===== src/rtl/dmem_arbiter.sv =====
// -----------------------------------------------------------------------------
// dmem_arbiter
//
// Shares the single-port data memory between the CPU load/store path and the
// debug/loader port. Every access takes two cycles: ACCESS (memory enabled,
// grant pulse to the winner), then RESP (read data returned to the owner).
// Arbitration runs in IDLE and in RESP, so accesses can run back to back.
// When both ports are eligible, the port that did not win last time wins.
// While dbg_lock is high, the CPU is not eligible.
//
// Ports
//   sysclk, rst                  clock (rising edge), async active-high reset
//   cpu_* / dbg_*  req, we, addr, wdata, be   requester inputs (held to gnt)
//   cpu_* / dbg_*  gnt, rvalid, rdata         grant pulse, read return
//   dbg_lock                     excludes the CPU from arbitration
//   mem_en, mem_we, mem_addr, mem_wdata, mem_be   registered memory controls
//   mem_rdata                    synchronous-read data, one cycle after mem_en
//   conflict_cnt                 saturating count of cycles in which one port
//                                was granted while the other was eligible
// -----------------------------------------------------------------------------
module dmem_arbiter #(
    parameter int ADDR_WIDTH = 12,
    parameter int DATA_WIDTH = 32,
    parameter int CNT_WIDTH  = 16
) (
    input  logic                    sysclk,
    input  logic                    rst,

    input  logic                    cpu_req,
    input  logic                    cpu_we,
    input  logic [ADDR_WIDTH-1:0]   cpu_addr,
    input  logic [DATA_WIDTH-1:0]   cpu_wdata,
    input  logic [DATA_WIDTH/8-1:0] cpu_be,
    output logic                    cpu_gnt,
    output logic                    cpu_rvalid,
    output logic [DATA_WIDTH-1:0]   cpu_rdata,

    input  logic                    dbg_req,
    input  logic                    dbg_we,
    input  logic [ADDR_WIDTH-1:0]   dbg_addr,
    input  logic [DATA_WIDTH-1:0]   dbg_wdata,
    input  logic [DATA_WIDTH/8-1:0] dbg_be,
    output logic                    dbg_gnt,
    output logic                    dbg_rvalid,
    output logic [DATA_WIDTH-1:0]   dbg_rdata,

    input  logic                    dbg_lock,

    output logic                    mem_en,
    output logic                    mem_we,
    output logic [ADDR_WIDTH-1:0]   mem_addr,
    output logic [DATA_WIDTH-1:0]   mem_wdata,
    output logic [DATA_WIDTH/8-1:0] mem_be,
    input  logic [DATA_WIDTH-1:0]   mem_rdata,

    output logic [CNT_WIDTH-1:0]    conflict_cnt
);

    localparam int BE_WIDTH = DATA_WIDTH / 8;

    typedef enum logic [1:0] {
        ST_IDLE   = 2'd0,
        ST_ACCESS = 2'd1,
        ST_RESP   = 2'd2
    } state_t;

    // Counter increment that sticks at all-ones instead of wrapping.
    function automatic logic [CNT_WIDTH-1:0] sat_inc(input logic [CNT_WIDTH-1:0] v);
        if (&v) begin
            return v;
        end
        return v + {{(CNT_WIDTH-1){1'b0}}, 1'b1};
    endfunction

    state_t                  state_q, state_d;
    logic                    last_dbg_q, last_dbg_d;   // 1 = dbg won the last arbitration
    logic                    mem_en_q, mem_en_d;
    logic                    mem_we_q, mem_we_d;
    logic [ADDR_WIDTH-1:0]   mem_addr_q, mem_addr_d;
    logic [DATA_WIDTH-1:0]   mem_wdata_q, mem_wdata_d;
    logic [BE_WIDTH-1:0]     mem_be_q, mem_be_d;
    logic                    cpu_gnt_q, cpu_gnt_d;
    logic                    dbg_gnt_q, dbg_gnt_d;
    logic                    cpu_rvalid_q, cpu_rvalid_d;
    logic                    dbg_rvalid_q, dbg_rvalid_d;
    logic [CNT_WIDTH-1:0]    cnt_q, cnt_d;

    logic cpu_elig;
    logic dbg_elig;
    logic pick_dbg;
    logic conflict;

    assign cpu_elig = cpu_req & ~dbg_lock;
    assign dbg_elig = dbg_req;
    // dbg wins when it is alone, or on a tie when the CPU won last time.
    assign pick_dbg = dbg_elig & (~cpu_elig | ~last_dbg_q);
    // gnt_q is only high in ACCESS, so this counts waiting cycles during grants.
    assign conflict = (cpu_gnt_q & dbg_elig) | (dbg_gnt_q & cpu_elig);

    always_comb begin
        state_d      = state_q;
        last_dbg_d   = last_dbg_q;
        mem_en_d     = 1'b0;
        mem_we_d     = 1'b0;
        mem_addr_d   = mem_addr_q;
        mem_wdata_d  = mem_wdata_q;
        mem_be_d     = mem_be_q;
        cpu_gnt_d    = 1'b0;
        dbg_gnt_d    = 1'b0;
        cpu_rvalid_d = 1'b0;
        dbg_rvalid_d = 1'b0;
        cnt_d        = conflict ? sat_inc(cnt_q) : cnt_q;

        case (state_q)
            ST_ACCESS: begin
                state_d      = ST_RESP;
                // The memory was read at the end of this cycle; the owner
                // sees the data during RESP.
                cpu_rvalid_d = cpu_gnt_q & ~mem_we_q;
                dbg_rvalid_d = dbg_gnt_q & ~mem_we_q;
            end
            default: begin
                // IDLE and RESP both arbitrate; an unused encoding falls here
                // too and recovers.
                if (cpu_elig | dbg_elig) begin
                    state_d    = ST_ACCESS;
                    last_dbg_d = pick_dbg;
                    mem_en_d   = 1'b1;
                    cpu_gnt_d  = ~pick_dbg;
                    dbg_gnt_d  = pick_dbg;
                    if (pick_dbg) begin
                        mem_we_d    = dbg_we;
                        mem_addr_d  = dbg_addr;
                        mem_wdata_d = dbg_wdata;
                        mem_be_d    = dbg_be;
                    end else begin
                        mem_we_d    = cpu_we;
                        mem_addr_d  = cpu_addr;
                        mem_wdata_d = cpu_wdata;
                        mem_be_d    = cpu_be;
                    end
                end else begin
                    state_d = ST_IDLE;
                end
            end
        endcase
    end

    always_ff @(posedge sysclk or posedge rst) begin
        if (rst) begin
            state_q      <= ST_IDLE;
            last_dbg_q   <= 1'b1;
            mem_en_q     <= 1'b0;
            mem_we_q     <= 1'b0;
            mem_addr_q   <= '0;
            mem_wdata_q  <= '0;
            mem_be_q     <= '0;
            cpu_gnt_q    <= 1'b0;
            dbg_gnt_q    <= 1'b0;
            cpu_rvalid_q <= 1'b0;
            dbg_rvalid_q <= 1'b0;
            cnt_q        <= '0;
        end else begin
            state_q      <= state_d;
            last_dbg_q   <= last_dbg_d;
            mem_en_q     <= mem_en_d;
            mem_we_q     <= mem_we_d;
            mem_addr_q   <= mem_addr_d;
            mem_wdata_q  <= mem_wdata_d;
            mem_be_q     <= mem_be_d;
            cpu_gnt_q    <= cpu_gnt_d;
            dbg_gnt_q    <= dbg_gnt_d;
            cpu_rvalid_q <= cpu_rvalid_d;
            dbg_rvalid_q <= dbg_rvalid_d;
            cnt_q        <= cnt_d;
        end
    end

    assign mem_en       = mem_en_q;
    assign mem_we       = mem_we_q;
    assign mem_addr     = mem_addr_q;
    assign mem_wdata    = mem_wdata_q;
    assign mem_be       = mem_be_q;
    assign cpu_gnt      = cpu_gnt_q;
    assign dbg_gnt      = dbg_gnt_q;
    assign cpu_rvalid   = cpu_rvalid_q;
    assign dbg_rvalid   = dbg_rvalid_q;
    assign conflict_cnt = cnt_q;

    // Read data is a straight copy of the memory output; qualify with rvalid.
    assign cpu_rdata = mem_rdata;
    assign dbg_rdata = mem_rdata;

endmodule


===== config.mk =====
export PLATFORM = sky130hd
export DESIGN_NAME = dmem_arbiter
export DESIGN_NICKNAME = d
export VERILOG_FILES = /design/src/rtl/dmem_arbiter.sv
export SDC_FILE = /design/constraint.sdc
export NUM_CORES = 1
export LEC_CHECK = 0
export CAP_MARGIN = 20
export CORE_ASPECT_RATIO = 0.5
export CORE_MARGIN = 5
export CORE_UTILIZATION = 35
export DETAILED_ROUTE_END_ITERATION = 8
export GPL_TIMING_DRIVEN = 0
export PLACE_DENSITY = 0.93
export SLEW_MARGIN = 20
export SYNTH_ARGS = -nofsm -noshare
export SYNTH_HDL_FRONTEND = slang
export SYNTH_SLANG_ARGS = --single-unit

===== constraint.sdc =====
create_clock -name sysclk -period 3 [get_ports sysclk]
set_input_delay 0.75 -clock sysclk [delete_from_list [all_inputs] [get_ports sysclk]]
set_output_delay 0.75 -clock sysclk [all_outputs]
set_load 0.05 [all_outputs]

Word level (Yosys, flattened, before mapping)
Cells that the tools add are included.
{ "totals": {"output_inout_bits": 134, "input_bits": 135, "ff_bits": 73, "word_cells": 51} }
{ "op_classes": {"add_sub_neg": 1, "bitwise_logic": 15, "n_mux": 18, "n_eq_ne": 2, "reduce_logical": 3} }
{ "ops": {"columns": ["op", "n"], "rows": [
  ["$mux W32", 1],
  ["$add A16 B1 Y16 const B", 1],
  ["$mux W16", 1],
  ["$reduce_and A16 Y1", 1],
  ["$mux W1", 13],
  ["$mux W12", 1],
  ["$and A1 B1 Y1", 6],
  ["$not A1 Y1", 6],
  ["$mux W4", 1],
  ["$reduce_and A2 Y1", 2],
  ["$or A1 B1 Y1", 3],
  ["$eq A2 B1 Y1 const B", 1],
  ["$mux W2", 1],
  ["$ne A2 B2 Y1 const B", 1]
]} }

Longest topological paths before layout
{ "logic_depth": {"ltp_word": 8, "depth_mapped": 7} }

Least setup slack after synthesis
Ideal clock, no wire load.
{ "synth_path": {"path_kind": "register to register", "startpoint": "register cnt_q[0] (netlist: conflict_cnt[0])", "endpoint": "register cnt_q[1] (netlist: conflict_cnt[1])", "n_path_buf": 0, "period_less_slack_ns": 1.982, "path_stages_with_launch": 6, "arrival_ns": 1.857, "setup_time_ns": 0.125, "required_ns": 2.875, "slack_ns": 1.018, "cell_sequence": "dfrtp_1 > ha_1 > nand3_1 > nor4_4 > nor2_2 > mux2_4"} }
{ "synth_between": {"elab_chain_len": 4, "elab_cells_between_ends": 6} }
{ "synth_rtl": {"columns": ["item", "line", "rtl"], "rows": [
  ["start, declared", "86", "logic [CNT_WIDTH-1:0] cnt_q, cnt_d;"],
  ["start signal, assigned", "175", "cnt_q <= cnt_d;"],
  ["parallel branches: the longest is 4 deep, another holds $add A16 B1 Y16", null, null]
]} }
Parallel ways; which one is timed is not known. The select of a mux whose other input is x is not followed.
A chain may end at the register's enable or synchronous reset.

Final worst setup path
{ "layout_path": {"startpoint": "register cnt_q[7] (netlist: conflict_cnt[7])", "endpoint": "output conflict_cnt[7]"} }
{ "layout_lines": {"columns": ["item", "line", "rtl"], "rows": [
  ["end, declared", "56", "output logic [CNT_WIDTH-1:0] conflict_cnt"]
]} }
No word-level cell between the ends.

==> flow_metrics.env <==
export IMPL_yosysSeqAreaShare_pct=47.7
export IMPL_ys_warnings_count=0
export IMPL_start_util_pct=36.5
export IMPL_drtAntennaViolNets=0
export IMPL_antenna_found_initial=0
export IMPL_hp_class="reg -> reg"
export IMPL_crit_reg2reg_launch="conflict_cnt[0]$_DFFE_PP0P_"
export IMPL_clock_latency_ns=0.33
export IMPL_drt_iter0_drc=217
export IMPL_worstRegToRegCells=5
export IMPL_wl_per_cell_microns=18.0
export IMPL_fin_skew_ns=0.00410
export IMPL_place_inst=723
export IMPL_coreArea_sq_mm=0.0104
export IMPL_path_buf_inv=1
export IMPL_detailed_place_area_sq_mm=0.00634
export IMPL_rrSetupSlack_ns=1.14
export IMPL_place_gp_congestion=0.870
export IMPL_final_common_cell="clkdlybuf4s50_1"
export IMPL_worstSetupStartpointType="register"
export IMPL_setup_worst_path_end="conflict_cnt[7]"
export IMPL_pre_cts_slack_ns=0.455
export IMPL_synth_seq_cells=72
export IMPL_final_cell_area_sq_mm=0.00666
export IMPL_finalCritPeriodShare_pct=82.5
export IMPL_p_leak_uw=0.00291
export IMPL_die_height_microns=83.5
export IMPL_track_usage_pct=20.3
export IMPL_gr_total_overflow=0
export IMPL_p_seq_share_pct=28.6
export IMPL_startpoint="conflict_cnt[7]$_DFFE_PP0P_"
export IMPL_cts_tree="yes"
export IMPL_max_cap_viol_count=0
export IMPL_drtPass1Iterations=4
export IMPL_crit_path_end_kind="output port"
export IMPL_synth_edff_count=0
export IMPL_critical_path_arrival_ns=1.73
export IMPL_power_density_mw_per_mm2=745
export IMPL_layout_nets=730
export IMPL_post_cts_resized=0
export IMPL_hold_viol=0
export IMPL_std_cell_rows=26
export IMPL_fin_cells=739
export IMPL_fmax_ghz=0.404
export IMPL_vias_per_cell=4.89
export IMPL_synth_async_reset_ratio_pct=100
export IMPL_first_global_vias=3970
export IMPL_maxSlewViolCount=0
export IMPL_syn_inst=346
export IMPL_clock_sinks=72
export IMPL_crit_fanout=6
export IMPL_io_buffers=236
export IMPL_synthDistinctLibCells=46
export IMPL_synth_nets=482
export IMPL_setup_tns_final_ns=0
export IMPL_numCtsBuffers=9
export IMPL_rsz0062_at_grt="false"
export IMPL_final_cell_mix="clkdlybuf4s50_1, dfrtp_1, buf_4"
export IMPL_cp_top_family="buffers and inverters"
export IMPL_path_depth=1
export IMPL_slowest_stage="clkdlybuf4s50_1"
export IMPL_setup_violations=0
export IMPL_syn_area_per_cell_sq_um=10.9
export IMPL_p_comb_share_pct=48.3
export IMPL_path_clk_slew_ns=0.06
export IMPL_ys_flop_type="dfrtp_1"
export IMPL_diodes=0
export IMPL_io_pins=269
export IMPL_detailed_place_hpwl_microns=10600
export IMPL_power_switching_uw=2100
export IMPL_crit_chain="clkdlybuf4s50_1"
export IMPL_clockRootBuffer="clkbuf_16"
export IMPL_fp_dieW_microns=157
export IMPL_drt_wl_total_microns=13300
export IMPL_post_cts_repair_setup_buffers=0
export IMPL_num_vias=3614
export IMPL_vdd_drop_max_mv=0.496
export IMPL_maxSlewHeadroom_pct=63.3
export IMPL_grt_pass1_wl_microns=21000
export IMPL_htree_levels=3
export IMPL_slowest_delay_ns=0.88
export IMPL_fillers=764
export IMPL_drc_errors=0
export IMPL_hold_depth=2
export IMPL_required_ns=2.25
export IMPL_path_class="reg -> out"
export IMPL_syn_cell_area_sq_mm=0.00378
export IMPL_r2r_end="conflict_cnt[1]$_DFFE_PP0P_"
export IMPL_dieArea_sq_mm=0.0131
export IMPL_clock_power_share_pct=23.1
export IMPL_drive_gt1_share_pct=17.7
export IMPL_period_minus_slack_ns=2.48
export IMPL_grt_start_max_net_pins=38
export IMPL_areaGrowthSynthToFinish_pct=76.0
export IMPL_p_sw_share_pct=42.2
export IMPL_cts_hold_buf=0
export IMPL_outcome="complete, no violations"
export IMPL_postLayoutSetupSlackWorst_ns=0.524
export IMPL_p_int_uw=2870
export IMPL_worstMarginPinSlew_ns=0.549
export IMPL_clock_path_buffers=2
## cells by family after synthesis
family          after synthesis  synth area share, %
compound gates               61                 12.6
fa+ha+maj                     1                0.331
flops                        72                 47.7
buf+inv                      81                 14.9
mux                          23                 6.22
simple gates                 95                 15.3
xor+xnor                     13                 3.01
## through the flow
step	util (%)	total power [uW]	hold slack (ns)
6_report	64.2	4960	0.475
5_1_grt	64.2	5170	0.501
3_3_place_gp	60.9	3780	0.463
2_1_floorplan	-	2920	0.513
3_5_place_dp	61.1	3840	0.461
4_1_cts	64.2	5010	0.479
## registers in the layout (all words and copies together) (netlist names), 2 cells and up
register,cells
mem_be,4
mem_addr,12
state_q,2
conflict_cnt,16
mem_wdata,32
## power groups by stage
| stage | Combinational [uW] | Sequential, uW | Clock [uW] |
|---|---|---|---|
| 2_1_floorplan | 663 | 2250 | 0 |
| 3_3_place_gp | 2370 | 1410 | 0 |
| 3_5_place_dp | 2410 | 1420 | 0 |
| 4_1_cts | 2420 | 1410 | 1170 |
| 5_1_grt | 2510 | 1450 | 1210 |
| 6_report | 2400 | 1420 | 1150 |
## cell usage after synthesis (all sizes together) (2+ instances only)
| cell | instances | area (sq um) |
|---|---|---|
| nand3 | 9 | 45.0 |
| nand4 | 8 | 65.1 |
| mux2i | 22 | 220 |
| nand3b | 2 | 27.5 |
| buf | 77 | 551 |
| nor3b | 3 | 22.5 |
| nor3 | 4 | 20.0 |
| o21a | 2 | 15.0 |
| and4 | 2 | 18.8 |
| a21oi | 3 | 26.3 |
| and2 | 28 | 178 |
| nand2 | 28 | 115 |
| o21ai | 24 | 120 |
| xor2 | 5 | 43.8 |
| o211ai | 2 | 15.0 |
| xnor2 | 8 | 70.1 |
| inv | 3 | 11.3 |
| a221o | 26 | 260 |
| nor2 | 5 | 28.8 |
| dfrtp | 71 | 1780 |
## routing by layer
layer	track usage, %	wire, microns	vias to the layer above	share of wire [%]
met3	5.02	778	43	5.8
met1	21.2	4680	1753	35
met4	9.68	597	0	4.5
met5	0	0	-	0
li1	-	-	1657	-
met2	37.9	7280	161	55
## how the worst min path moves through the flow
stage                              start                         to  slack, ns
6_report       mem_wdata[27]$_DFFE_PP0P_  mem_wdata[27]$_DFFE_PP0P_       0.48
5_1_grt                 mem_we$_DFF_PP0_       dbg_rvalid$_DFF_PP0_       0.50
4_1_cts                 mem_we$_DFF_PP0_       cpu_rvalid$_DFF_PP0_       0.48
3_5_place_dp            mem_we$_DFF_PP0_       cpu_rvalid$_DFF_PP0_       0.46
3_3_place_gp   mem_wdata[30]$_DFFE_PP0P_  mem_wdata[30]$_DFFE_PP0P_       0.46
2_1_floorplan     last_dbg_q$_DFFE_PP1P_     last_dbg_q$_DFFE_PP1P_       0.51
## final cells by class
type                            count  area, sq um  area share (%)
Timing Repair Buffer              237         2380            35.8
Clock buffer                       13          250            3.76
Tap cell                          140          175            2.63
Inverter                            3         13.8           0.207
Sequential cell                    72         1800            27.1
Clock inverter                      3         65.1           0.977
Buffer                             78          554            8.32
Multi-Input combinational cell    193         1420            21.3
(Power assumes the default switching activity.)
